## src/rtl/ps2_pkg.sv

```systemverilog
`default_nettype none
// ============================================================================
// ps2_pkg : shared constants and types for the PS/2 scan-code sequencer
// Revision: 1.0
// ============================================================================
package ps2_pkg;

    localparam logic [7:0] PS2_EXT  = 8'hE0;
    localparam logic [7:0] PS2_BRK  = 8'hF0;
    localparam logic [7:0] PS2_ERR0 = 8'h00;
    localparam logic [7:0] PS2_ERR1 = 8'hFF;

    typedef enum logic [1:0] {
        ST_IDLE    = 2'd0,
        ST_EXT     = 2'd1,
        ST_BRK     = 2'd2,
        ST_EXT_BRK = 2'd3
    } seq_state_t;

    // 10-bit key event; 'brk' carries the break (release) flag.
    typedef struct packed {
        logic       ext;
        logic       brk;
        logic [7:0] code;
    } ps2_event_t;

endpackage
`default_nettype wire

```

## src/rtl/ps2_event_fifo.sv

```systemverilog
`default_nettype none
// ============================================================================
// ps2_event_fifo : first-word fall-through FIFO for decoded key events
// Revision: 1.0
// ============================================================================
module ps2_event_fifo
    import ps2_pkg::*;
#(
    parameter int DEPTH = 4
) (
    input  logic       clk,
    input  logic       reset_n,
    input  logic       push,
    input  ps2_event_t push_data,
    input  logic       pop,
    output ps2_event_t head,
    output logic       full,
    output logic       empty
);

    localparam int PW = (DEPTH > 1) ? $clog2(DEPTH) : 1;
    localparam int CW = $clog2(DEPTH) + 1;
    localparam logic [CW-1:0] FULL_CNT = CW'(DEPTH);

    ps2_event_t      mem_q [DEPTH];
    ps2_event_t      mem_d [DEPTH];
    logic [PW-1:0]   wr_ptr_q, wr_ptr_d;
    logic [PW-1:0]   rd_ptr_q, rd_ptr_d;
    logic [CW-1:0]   count_q, count_d;
    logic            do_push;
    logic            do_pop;

    always_comb begin
        do_pop   = pop && (count_q != '0);
        do_push  = push && ((count_q != FULL_CNT) || do_pop);
        mem_d    = mem_q;
        wr_ptr_d = wr_ptr_q;
        rd_ptr_d = rd_ptr_q;
        count_d  = count_q;
        if (do_push) begin
            mem_d[wr_ptr_q] = push_data;
            wr_ptr_d        = wr_ptr_q + 1'b1;
        end
        if (do_pop) begin
            rd_ptr_d = rd_ptr_q + 1'b1;
        end
        case ({do_push, do_pop})
            2'b10:   count_d = count_q + 1'b1;
            2'b01:   count_d = count_q - 1'b1;
            default: count_d = count_q;
        endcase
    end

    always_ff @(posedge clk or negedge reset_n) begin
        if (!reset_n) begin
            for (int i = 0; i < DEPTH; i++) begin
                mem_q[i] <= '0;
            end
            wr_ptr_q <= '0;
            rd_ptr_q <= '0;
            count_q  <= '0;
        end else begin
            mem_q    <= mem_d;
            wr_ptr_q <= wr_ptr_d;
            rd_ptr_q <= rd_ptr_d;
            count_q  <= count_d;
        end
    end

    // Head is forced to zero when empty so stale entries never show.
    assign empty = (count_q == '0);
    assign full  = (count_q == FULL_CNT);
    assign head  = empty ? '0 : mem_q[rd_ptr_q];

endmodule
`default_nettype wire

```

## src/rtl/ps2_scan_sequencer.sv

```systemverilog
`default_nettype none
// ============================================================================
// ps2_scan_sequencer : folds E0/F0 prefixes into key events, watchdogs stalls
// Revision: 1.0
// ============================================================================
module ps2_scan_sequencer
    import ps2_pkg::*;
#(
    parameter int FIFO_DEPTH     = 4,
    parameter int TIMEOUT_CYCLES = 50000
) (
    input  logic       clk,
    input  logic       reset_n,
    input  logic       rx_dten,
    input  logic [7:0] rx_data,
    output logic       rx_clear,
    output logic       ev_valid,
    output logic [7:0] ev_code,
    output logic       ev_ext,
    output logic       ev_break,
    input  logic       ev_ready,
    output logic       overflow,
    input  logic       ovf_clr
);

    localparam int WD_W = (TIMEOUT_CYCLES > 1) ? $clog2(TIMEOUT_CYCLES) : 1;
    localparam logic [WD_W-1:0] WD_LAST = WD_W'(TIMEOUT_CYCLES - 1);

    seq_state_t       state_q, state_d;
    logic [WD_W-1:0]  wd_cnt_q, wd_cnt_d;
    logic             rx_clear_q, rx_clear_d;
    logic             overflow_q, overflow_d;
    logic             wd_expire;
    logic             is_err;
    logic             is_prefix;
    logic             push;
    ps2_event_t       push_ev;
    ps2_event_t       head;
    logic             fifo_full;
    logic             fifo_empty;
    logic             pop;

    assign is_err    = (rx_data == PS2_ERR0) || (rx_data == PS2_ERR1);
    assign is_prefix = (rx_data == PS2_EXT) || (rx_data == PS2_BRK);
    // A strobe in the expiry cycle takes precedence over the timeout.
    assign wd_expire = (state_q != ST_IDLE) && (wd_cnt_q == WD_LAST) && !rx_dten;

    // State register
    always_ff @(posedge clk or negedge reset_n) begin
        if (!reset_n) begin
            state_q    <= ST_IDLE;
            wd_cnt_q   <= '0;
            rx_clear_q <= 1'b0;
            overflow_q <= 1'b0;
        end else begin
            state_q    <= state_d;
            wd_cnt_q   <= wd_cnt_d;
            rx_clear_q <= rx_clear_d;
            overflow_q <= overflow_d;
        end
    end

    // Next-state logic
    always_comb begin
        state_d = state_q;
        if (rx_dten) begin
            if (is_err) begin
                state_d = ST_IDLE;
            end else if (rx_data == PS2_EXT) begin
                case (state_q)
                    ST_IDLE, ST_EXT: state_d = ST_EXT;
                    default:         state_d = ST_IDLE;
                endcase
            end else if (rx_data == PS2_BRK) begin
                case (state_q)
                    ST_IDLE: state_d = ST_BRK;
                    ST_EXT:  state_d = ST_EXT_BRK;
                    default: state_d = ST_IDLE;
                endcase
            end else begin
                state_d = ST_IDLE;
            end
        end else if (wd_expire) begin
            state_d = ST_IDLE;
        end
    end

    // Outputs: event push, watchdog, receiver clear, overflow flag
    always_comb begin
        push         = rx_dten && !is_err && !is_prefix;
        push_ev.ext  = (state_q == ST_EXT) || (state_q == ST_EXT_BRK);
        push_ev.brk  = (state_q == ST_BRK) || (state_q == ST_EXT_BRK);
        push_ev.code = rx_data;

        if (rx_dten || (state_q == ST_IDLE) || wd_expire) begin
            wd_cnt_d = '0;
        end else begin
            wd_cnt_d = wd_cnt_q + 1'b1;
        end

        rx_clear_d = wd_expire;

        overflow_d = ovf_clr ? 1'b0 : overflow_q;
        if (push && fifo_full && !pop) begin
            overflow_d = 1'b1;
        end
    end

    assign pop = ev_ready && !fifo_empty;

    ps2_event_fifo #(
        .DEPTH (FIFO_DEPTH)
    ) u_fifo (
        .clk       (clk),
        .reset_n   (reset_n),
        .push      (push),
        .push_data (push_ev),
        .pop       (pop),
        .head      (head),
        .full      (fifo_full),
        .empty     (fifo_empty)
    );

    assign ev_valid = !fifo_empty;
    assign ev_code  = head.code;
    assign ev_ext   = head.ext;
    assign ev_break = head.brk;
    assign rx_clear = rx_clear_q;
    assign overflow = overflow_q;

endmodule
`default_nettype wire

```

## config.mk

```make
export PLATFORM = sky130hd
export DESIGN_NAME = ps2_scan_sequencer
export DESIGN_NICKNAME = d
export VERILOG_FILES = /design/src/rtl/ps2_pkg.sv /design/src/rtl/ps2_event_fifo.sv /design/src/rtl/ps2_scan_sequencer.sv
export SDC_FILE = /design/constraint.sdc
export NUM_CORES = 1
export LEC_CHECK = 0
export BUFFER_PORTS_ARGS = -buffer_cell sky130_fd_sc_hd__clkbuf_2
export CORE_MARGIN = 1.5
export CORE_UTILIZATION = 60
export CTS_CLUSTER_SIZE = 10
export DETAILED_ROUTE_END_ITERATION = 8
export MAX_ROUTING_LAYER = met4
export PLACE_DENSITY = 0.8
export SETUP_SLACK_MARGIN = 0.4
export SYNTH_ARGS = -nofsm -noshare
export SYNTH_HDL_FRONTEND = slang
export SYNTH_SLANG_ARGS = --single-unit
```

## constraint.sdc

```tcl
create_clock -name clk -period 7.9 [get_ports clk]
set_input_delay 2.37 -clock clk [delete_from_list [all_inputs] [get_ports clk]]
set_output_delay 2.37 -clock clk [all_outputs]
set_load 0.1 [all_outputs]
```

==> results of run 1 <==
[Yosys cell counts (2+ instances only)]
master | n | area (µm²)
or3_1 | 2 | 12.5
o21ai_0 | 4 | 20.0
nand3b_1 | 2 | 15.0
xor2_1 | 5 | 43.8
nand4_1 | 3 | 18.8
o2111ai_4 | 4 | 105
xnor2_1 | 12 | 105
inv_1 | 14 | 52.6
and2_1 | 11 | 68.8
nand3_1 | 7 | 35.0
and3_1 | 2 | 12.5
or4_1 | 2 | 15.0
mux4_2 | 10 | 225
nor4_1 | 5 | 31.3
a21oi_1 | 3 | 15.0
nor3_1 | 2 | 10.0
mux2_2 | 38 | 428
nand2_1 | 5 | 18.8
dfrtp_1 | 67 | 1680
mux2_4 | 3 | 45.0
ha_1 | 6 | 75.1
nor2_1 | 22 | 82.6
a211oi_1 | 2 | 15.0
or4b_2 | 2 | 20.0
clkbuf_1 | 5 | 18.8
[power by group through the flow]
stage               registers (W)  logic (W)  clock network [W]
floorplan                0.000511   0.000716                  0
global placement         0.000544   0.000793                  0
detailed placement       0.000554   0.000805                  0
CTS                      0.000549   0.000809           0.000309
global route             0.000563   0.000840           0.000324
finish                   0.000547   0.000804           0.000304
[cell type report]
class,count,area [µm²],share of cell area
multi-input combinational,166,1560,0.419
inverter,14,52.6,0.0141
clock buffer,14,183,0.0491
timing repair buffer,26,133,0.0356
clock inverter,1,30.0,0.00806
tap,70,87.6,0.0235
sequential,67,1680,0.450
[sequential cells by signal, summed over array words and instances (netlist names)]
name and cells:
u_fifo.wr_ptr_q 2, u_fifo.count_q 3, wd_cnt_q 16, overflow 1, u_fifo.mem_q 40, rx_clear 1, u_fifo.rd_ptr_q 2, state_q 2
[metrics by stage]
stage,setup WS (ns),total power (W)
final,3.25,0.00165
after global routing,3.10,0.00173
after CTS,3.16,0.00167
after detailed placement,3.04,0.00136
after global placement,3.15,0.00134
after floorplan,3.19,0.00123
[final timing paths]
kind	startpoint	end	slack, ns	cells past startpoint
max	u_fifo.rd_ptr_q[0]$_DFFE_PN0P_	ev_code[2]	3.25	3
min	wd_cnt_q[0]$_DFF_PN0_	wd_cnt_q[0]$_DFF_PN0_	0.49	1
max reg2reg	u_fifo.count_q[1]$_DFFE_PN0P_	u_fifo.count_q[2]$_DFFE_PN0P_	5.19	9
min reg2reg	wd_cnt_q[0]$_DFF_PN0_	wd_cnt_q[0]$_DFF_PN0_	0.49	1
max in group asynchronous	reset_n	wd_cnt_q[0]$_DFF_PN0_	5.15	2
min in group asynchronous	reset_n	u_fifo.mem_q[11]$_DFFE_PN0P_	2.21	2
[cells by family after synthesis]
logic type,after synthesis,share of synthesized area
buf+inv,22,0.0285
fa+ha+maj,7,0.0285
mux,52,0.212
flops,67,0.503
simple gates,70,0.117
compound gates,20,0.0657
xor+xnor,17,0.0447
[per-layer routing]
metal,track usage,vias up
li1,-,974
met1,0.329,1083
met2,0.342,42
met3,0.0612,12
met4,0.0982,0
met5,-,-
[critical path, delay by kind of cell (launching register included)]
family / cells / cell delay [ns]
muxes: 1 / 0.59
and+or+nand+nor: 1 / 0.17
buffers and inverters: 1 / 0.36
DFF: 1 / 0.80
[cells in the final DEF (no fill, tap or decap), drive strengths merged, types with 6 or more instances in the layout]
cell type	n
and2	11
clkbuf	39
dfrtp	67
ha	6
inv	14
mux2	41
mux4	10
nand3	7
nor2	22
nor4	6
xnor2	12
==> results.yml, run 1 <==
synthesis:
  synth_area_um2: 3330
  yosysSeqAreaShare: 0.503
  synth_edf_count: 0
  ys_types: 42
  synth_area_per_cell_um2: 13.1
  ys_ff_latch: 67
  yosys_warnings: 0
  ys.flop_type: "dfrtp_1"
  async_reset_ff_frac: 1.00
  synth_fp_nets: 275
  netlist_instances: 255
clock_network:
  path_clk_slew_ns: 0.07
  ctsResizeCount: 0
  cts_tree: "done"
  cts_hold_buf: 0
  numCtsBuffers: 9
  cts_sinks: 67
  root_buffer: "clkbuf_8"
  post-cts-setup-buffers: 0
  htreeDepth: 3
  insertion_delay_ns: 0.35
  clock_path_buffers: 2
sta:
  hold_violations: 0
  slew_headroom: 0.453
  period_share: 0.588
  rsz0062_at_grt: "no"
  finalCriticalPeriod_ns: 4.65
  tns_ns: 0
  finalSetupViolations: 0
  finClkSkew_ns: 0.00821
  fmax_mhz: 215
  holdWs_ns: 0.490
  worst_slew_pin_slew_ns: 0.820
  slew_violations: 0
routing:
  viasPerCell: 5.90
  met2WireLength_um: 2880
  drc_errors: 0
  topRoutingLayerUsed: "met4"
  wl_met1_um: 2950
  vias: 2111
  dr.pass1.iters: 5
  wl_um: 6170
  wire_per_inst_um: 17.2
  first_iter_violations: 111
  wl_met3_um: 227
  ant_nets: 0
worst_setup_path:
  crit_type: "register to output pin"
  required_ns: 5.53
  max_stage_delay_ns: 0.80
  endpoint_kind: "output pin"
  cp-start-kind: "register"
  cp.arrival_ns: 2.28
  cp_slowest_cell: "dfrtp_1"
  critPathMaxFanout: 12
  crit_chain: "mux4_2 -> and2_1 -> clkbuf_2"
grt:
  grt_pass1_wl_um: 10500
  grt_pass1_vias: 2118
  grt_usage: 0.239
  antenna_found_initial: 0
  grt_max_degree: 68
  grt-ovfl-total: 0
finish:
  final_nets: 304
  final_cells: 358
  fillCellCount: 367
  area_growth_syn_to_layout_pct: 11.7
  drive_gt1_frac: 0.354
  fin_area_um2: 3720
  finalCoreUtilization: 0.711
  insertedDiodeCount: 0
power_and_ir_drop:
  power.density_nw_per_um2: 444
  p_switching_w: 0.000748
  leakage_nw: 1.59
  p_int_w: 0.000907
  p_comb_frac: 0.486
  clock_power_share: 0.184
  p_seq_frac: 0.330
  sw_frac_of_total: 0.452
  vdd_ir_drop_max_uv: 433
worst_hold_path:
  hold_path.class: "register to register"
floorplanning:
  die-area_um2: 6010
  core.rowCount: 26
  die_h_um: 77.5
  fp.coreArea_um2: 5240
  pin_count: 26
  die_x_um: 77.5
  start_util: 0.636
outcome:
  status: "finished, final reports clean"
place:
  portBuffers: 25
  post-place-cells: 343
  placed_area_um2: 3510
  hpwlAfterDp_um: 4110
  gp_congestion: 0.796
job:
  max_cap_violations: 0
Note: power is estimated with default switching activity, not from simulation.
==> inputs of run 2 (changes only) <==
- CORE_UTILIZATION: 60 -> 54
- PLACE_DENSITY: 0.8 -> 0.76
- clock period: 7.9 -> 4.2 ns (I/O delays scaled with it)
==> run 2 against run 1 <==
Utilization down 8.6 points. Critical path type unchanged. Largest cell class unchanged. Sequential power up 86%. Power up 85%. Critical path depth unchanged. Worst hold slack about the same.
==> results.yml, run 2 (synthesis results as in run 1) <==
grt:
  grt_pass1_vias: 2134
  grt-ovfl-total: 0
  grt_usage: 0.221
  grt_max_degree: 49
  grt_pass1_wl_um: 10300
  antenna_found_initial: 0
worst_setup_path:
  r2r_slack_ns: 1.53
  critPathMaxFanout: 12
  worstReg2RegStart: "u_fifo.count_q[1]$_DFFE_PN0P_"
  crit_buf_inv: 1
  crit_chain: "mux4_2 -> and2_1 -> clkbuf_2"
  required_ns: 2.94
  crit_family: "flip-flops"
  reg2reg_depth: 9
  endpoint_kind: "output pin"
  timing.rr.end: "u_fifo.count_q[2]$_DFFE_PN0P_"
  cp_slowest_cell: "dfrtp_1"
  max_stage_delay_ns: 0.80
  crit_type: "register to output pin"
  cp.arrival_ns: 2.34
  cp-start-kind: "register"
clock_network:
  htreeDepth: 3
  root_buffer: "clkbuf_8"
  post-cts-setup-buffers: 0
  insertion_delay_ns: 0.35
  numCtsBuffers: 9
  cts_hold_buf: 0
  cts_tree: "done"
  clock_path_buffers: 2
  path_clk_slew_ns: 0.07
  ctsResizeCount: 0
  cts_sinks: 67
finish:
  top_register: "u_fifo.mem_q"
  fillCellCount: 453
  layout_commonest_cell: "dfrtp_1"
  largest_reg_flops: 40
  layout_common_cells: "67 x dfrtp_1, 38 x mux2_2, 24 x clkbuf_2, 22 x nor2_1, 14 x inv_1"
  final_nets: 305
  top_regs: "u_fifo.mem_q x40, wd_cnt_q x16, u_fifo.count_q x3"
  insertedDiodeCount: 0
  final_cells: 365
  drive_gt1_frac: 0.362
  area_growth_syn_to_layout_pct: 11.7
worst_hold_path:
  hold_path.class: "register to register"
  holdPathEnd: "u_fifo.count_q[2]$_DFFE_PN0P_"
  min_from: "u_fifo.count_q[2]$_DFFE_PN0P_"
  hold_depth: 1
place:
  hpwlAfterDp_um: 4210
  portBuffers: 25
  post-place-cells: 349
  gp_congestion: 0.808
routing:
  dr.pass1.iters: 4
  wire_per_inst_um: 16.7
  met2WireLength_um: 3050
  viasPerCell: 5.59
  wl_met3_um: 198
  vias: 2039
  wl_met1_um: 2770
  first_iter_violations: 88
  topRoutingLayerUsed: "met4"
  ant_nets: 0
  drc_errors: 0
  wl_um: 6100
power_and_ir_drop:
  leakage_nw: 1.58
  vdd_ir_drop_max_uv: 804
  power.density_nw_per_um2: 821
sta:
  finClkSkew_ns: 0.00919
  rsz0062_at_grt: "no"
  tns_ns: 0
  finalSetupViolations: 0
  worst_slew_pin_slew_ns: 1.05
  period_share: 0.857
  slew_violations: 0
  finalCriticalPeriod_ns: 3.60
  fmax_mhz: 278
  slew_headroom: 0.297
  hold_violations: 0
floorplanning:
  die-area_um2: 6650
  fp.coreArea_um2: 5960
  die_h_um: 81.6
  core.rowCount: 28
  die_x_um: 81.6
  pin_count: 26
  start_util: 0.560
job:
  max_cap_violations: 0
outcome:
  status: "finished, final reports clean"
==> run 2: changes by cell type in the layout (fill, tap and decap cells not counted) <==
| cell | delta |
|---|---|
| clkinvlp_4 | +2 |
| buf_2 | +1 |
| clkbuf_2 | -1 |
| buf_4 | +1 |
| clkinv_2 | +1 |
| bufinv_16 | -1 |
| clkbuf_1 | -1 |
==> run 2: how the worst max path moves through the flow <==
stage / from / endpoint / slack [ns] / cells after the start
2_1_floorplan: u_fifo.count_q[0]$_DFFE_PN0P_ / ev_break / 0.60 / 3
3_3_place_gp: rx_data[1] / u_fifo.count_q[2]$_DFFE_PN0P_ / 0.55 / 11
3_5_place_dp: rx_data[1] / u_fifo.count_q[2]$_DFFE_PN0P_ / 0.45 / 11
4_1_cts: u_fifo.rd_ptr_q[0]$_DFFE_PN0P_ / ev_ext / 0.54 / 3
5_1_grt: u_fifo.rd_ptr_q[0]$_DFFE_PN0P_ / ev_ext / 0.44 / 3
6_report: u_fifo.rd_ptr_q[0]$_DFFE_PN0P_ / ev_ext / 0.60 / 3
==> run 2: where the power goes <==
group | internal, W | switching (W)
sequential | 0.000859 | 0.000165
clock | 0.000278 | 0.000237
combinational | 0.000512 | 0.00101
==> run 2: final cells by class <==
type,count,area (µm²),share of cell area
repair buffers,27,140,0.0376
flip-flops and latches,67,1680,0.450
clock buffers,13,179,0.0481
inverters,14,52.6,0.0141
well taps,75,93.8,0.0252
multi-input cells,166,1560,0.419
clock inverters,3,20.0,0.00538
==> run 2: stage by stage <==
stage / power, W / setup slack, ns / hold slack (ns) / instance area, µm² / util
2_1_floorplan: 0.00231 / 0.602 / 0.447 / 3330 / -
3_3_place_gp: 0.00253 / 0.551 / 0.463 / 3520 / 0.592
3_5_place_dp: 0.00256 / 0.446 / 0.475 / 3520 / 0.592
4_1_cts: 0.00308 / 0.539 / 0.484 / 3720 / 0.625
5_1_grt: 0.00322 / 0.439 / 0.517 / 3720 / 0.625
6_report: 0.00306 / 0.599 / 0.489 / 3720 / 0.625
==> run 2: worst reg2reg max path, stage by stage, from the launching register on <==
cell     delay, ns
dfrtp_1       0.39
or4b_2        0.86
o211a_1       0.25
inv_1         0.07
ha_1          0.17
inv_1         0.07
fa_1          0.38
xor2_1        0.15
nor2_1        0.11
xor2_1        0.16
==> run 2: layer usage <==
layer / vias up / track usage
met5: - / -
met3: 8 / 0.0733
met2: 31 / 0.351
li1: 968 / -
met1: 1032 / 0.267
met4: 0 / 0.0724
==> inputs of run 3 (changes only) <==
- RECOVER_POWER: default -> 25
==> run 3 against run 2 <==
The run now ends with capacitance limit, slew limit left. Critical path depth unchanged. Sequential share of layout area increased by 0.11 points. Sequential power hardly changed. Setup slack about the same.
==> results.yml, run 3 (synthesis results as in run 1) <==
sta:
  slew_headroom: -0.693
  fmax_mhz: 278
  tns_ns: 0
  rsz0062_at_grt: "no"
  slew_violations: 49
  period_share: 0.858
  finalCriticalPeriod_ns: 3.60
  hold_violations: 0
  worst_slew_pin_slew_ns: 2.54
  finClkSkew_ns: 0.00932
  finalSetupViolations: 0
  worst_slack_ns: 0.598
place:
  portBuffers: 25
  gp_congestion: 0.808
  hpwlAfterDp_um: 4210
  place_ws_ns: 0.446
  placed_area_um2: 3520
  post-place-cells: 349
finish:
  layout_commonest_cell: "dfrtp_1"
  top_regs: "u_fifo.mem_q x40, wd_cnt_q x16, u_fifo.count_q x3"
  fin_area_um2: 3710
  top_register: "u_fifo.mem_q"
  area_growth_syn_to_layout_pct: 11.4
  insertedDiodeCount: 0
  final_cells: 365
  drive_gt1_frac: 0.352
  final_nets: 305
  layout_common_cells: "67 x dfrtp_1, 38 x mux2_2, 23 x clkbuf_2, 22 x nor2_1, 14 x inv_1"
  largest_reg_flops: 40
clock_network:
  insertion_delay_ns: 0.35
  htreeDepth: 3
  post-cts-setup-buffers: 0
  cts_hold_buf: 0
  clock_path_buffers: 2
  cts_tree: "done"
  ctsResizeCount: 0
  cts_sinks: 67
  root_buffer: "clkbuf_8"
  numCtsBuffers: 9
  path_clk_slew_ns: 0.07
job:
  max_cap_violations: 1
power_and_ir_drop:
  leakage_nw: 1.58
  p_seq_frac: 0.335
  sw_frac_of_total: 0.461
  power.total_w: 0.00306
  p_comb_frac: 0.496
  power.density_nw_per_um2: 823
  vdd_ir_drop_max_uv: 804
  p_int_w: 0.00165
  p_switching_w: 0.00141
  clock_power_share: 0.168
routing:
  wire_per_inst_um: 16.7
  vias: 2058
  ant_nets: 0
  wl_um: 6100
  viasPerCell: 5.64
  dr.pass1.iters: 4
  drc_errors: 0
  first_iter_violations: 86
floorplanning:
  pin_count: 26
  die-area_um2: 6650
  die_h_um: 81.6
  start_util: 0.560
  fp.coreArea_um2: 5960
  die_x_um: 81.6
  core.rowCount: 28
grt:
  grt_pass1_vias: 2134
  antenna_found_initial: 0
  grt_pass1_wl_um: 10300
  grt_usage: 0.221
  grt_max_degree: 49
  grt-ovfl-total: 0
worst_setup_path:
  endpoint_kind: "output pin"
  critPathMaxFanout: 12
  cp.arrival_ns: 2.34
  required_ns: 2.94
  crit_type: "register to output pin"
  cp-start-kind: "register"
outcome:
  status: "finished with violations"
  violations: "capacitance limit, slew limit"
worst_hold_path:
  hold_path.class: "register to register"
[run 3: power groups by stage]
stage | registers [W] | logic, W | clock network (W)
2_1_floorplan | 0.000961 | 0.00135 | 0
3_3_place_gp | 0.00102 | 0.00150 | 0
3_5_place_dp | 0.00104 | 0.00153 | 0
4_1_cts | 0.00103 | 0.00153 | 0.000530
5_1_grt | 0.00106 | 0.00160 | 0.000564
6_report | 0.00103 | 0.00152 | 0.000515
[run 3: worst paths after layout]
path	from	to	slack, ns	depth (start not counted)
setup reg to reg	u_fifo.count_q[1]$_DFFE_PN0P_	u_fifo.count_q[2]$_DFFE_PN0P_	1.53	9
setup / recovery	u_fifo.rd_ptr_q[0]$_DFFE_PN0P_	ev_ext	0.60	3
hold reg to reg	wd_cnt_q[0]$_DFF_PN0_	wd_cnt_q[0]$_DFF_PN0_	0.49	1
min in group asynchronous	reset_n	u_fifo.mem_q[32]$_DFFE_PN0P_	1.69	1
hold / removal	wd_cnt_q[0]$_DFF_PN0_	wd_cnt_q[0]$_DFF_PN0_	0.49	1
max in group asynchronous	reset_n	u_fifo.wr_ptr_q[1]$_DFFE_PN0P_	1.06	1
[run 3: worst max-delay path: stages, from the launching register on]
cell and delay (ns):
dfrtp_1 0.81, mux4_2 0.63, and2_1 0.18, clkbuf_2 0.36
[run 3: final cells by class]
cell class / instances / area, µm²
tap: 75 / 93.8
clock inverter: 3 / 20.0
clock buffer: 13 / 179
multi-input combinational: 166 / 1560
sequential: 67 / 1680
fill: 457 / 2240
inverter: 14 / 52.6
timing repair buffer: 27 / 138
[run 3: metal layers]
metal,global-route usage,vias up,share of wire
met4,0.0724,0,0.013
li1,-,970,-
met5,-,-,0
met1,0.267,1043,0.45
met3,0.0733,8,0.035
met2,0.351,37,0.50
[run 3: per-stage QoR]
step                 util  hold WS (ns)
finish              0.624         0.495
global placement    0.592         0.463
CTS                 0.625         0.484
global route        0.624         0.517
floorplan               -         0.447
detailed placement  0.592         0.475
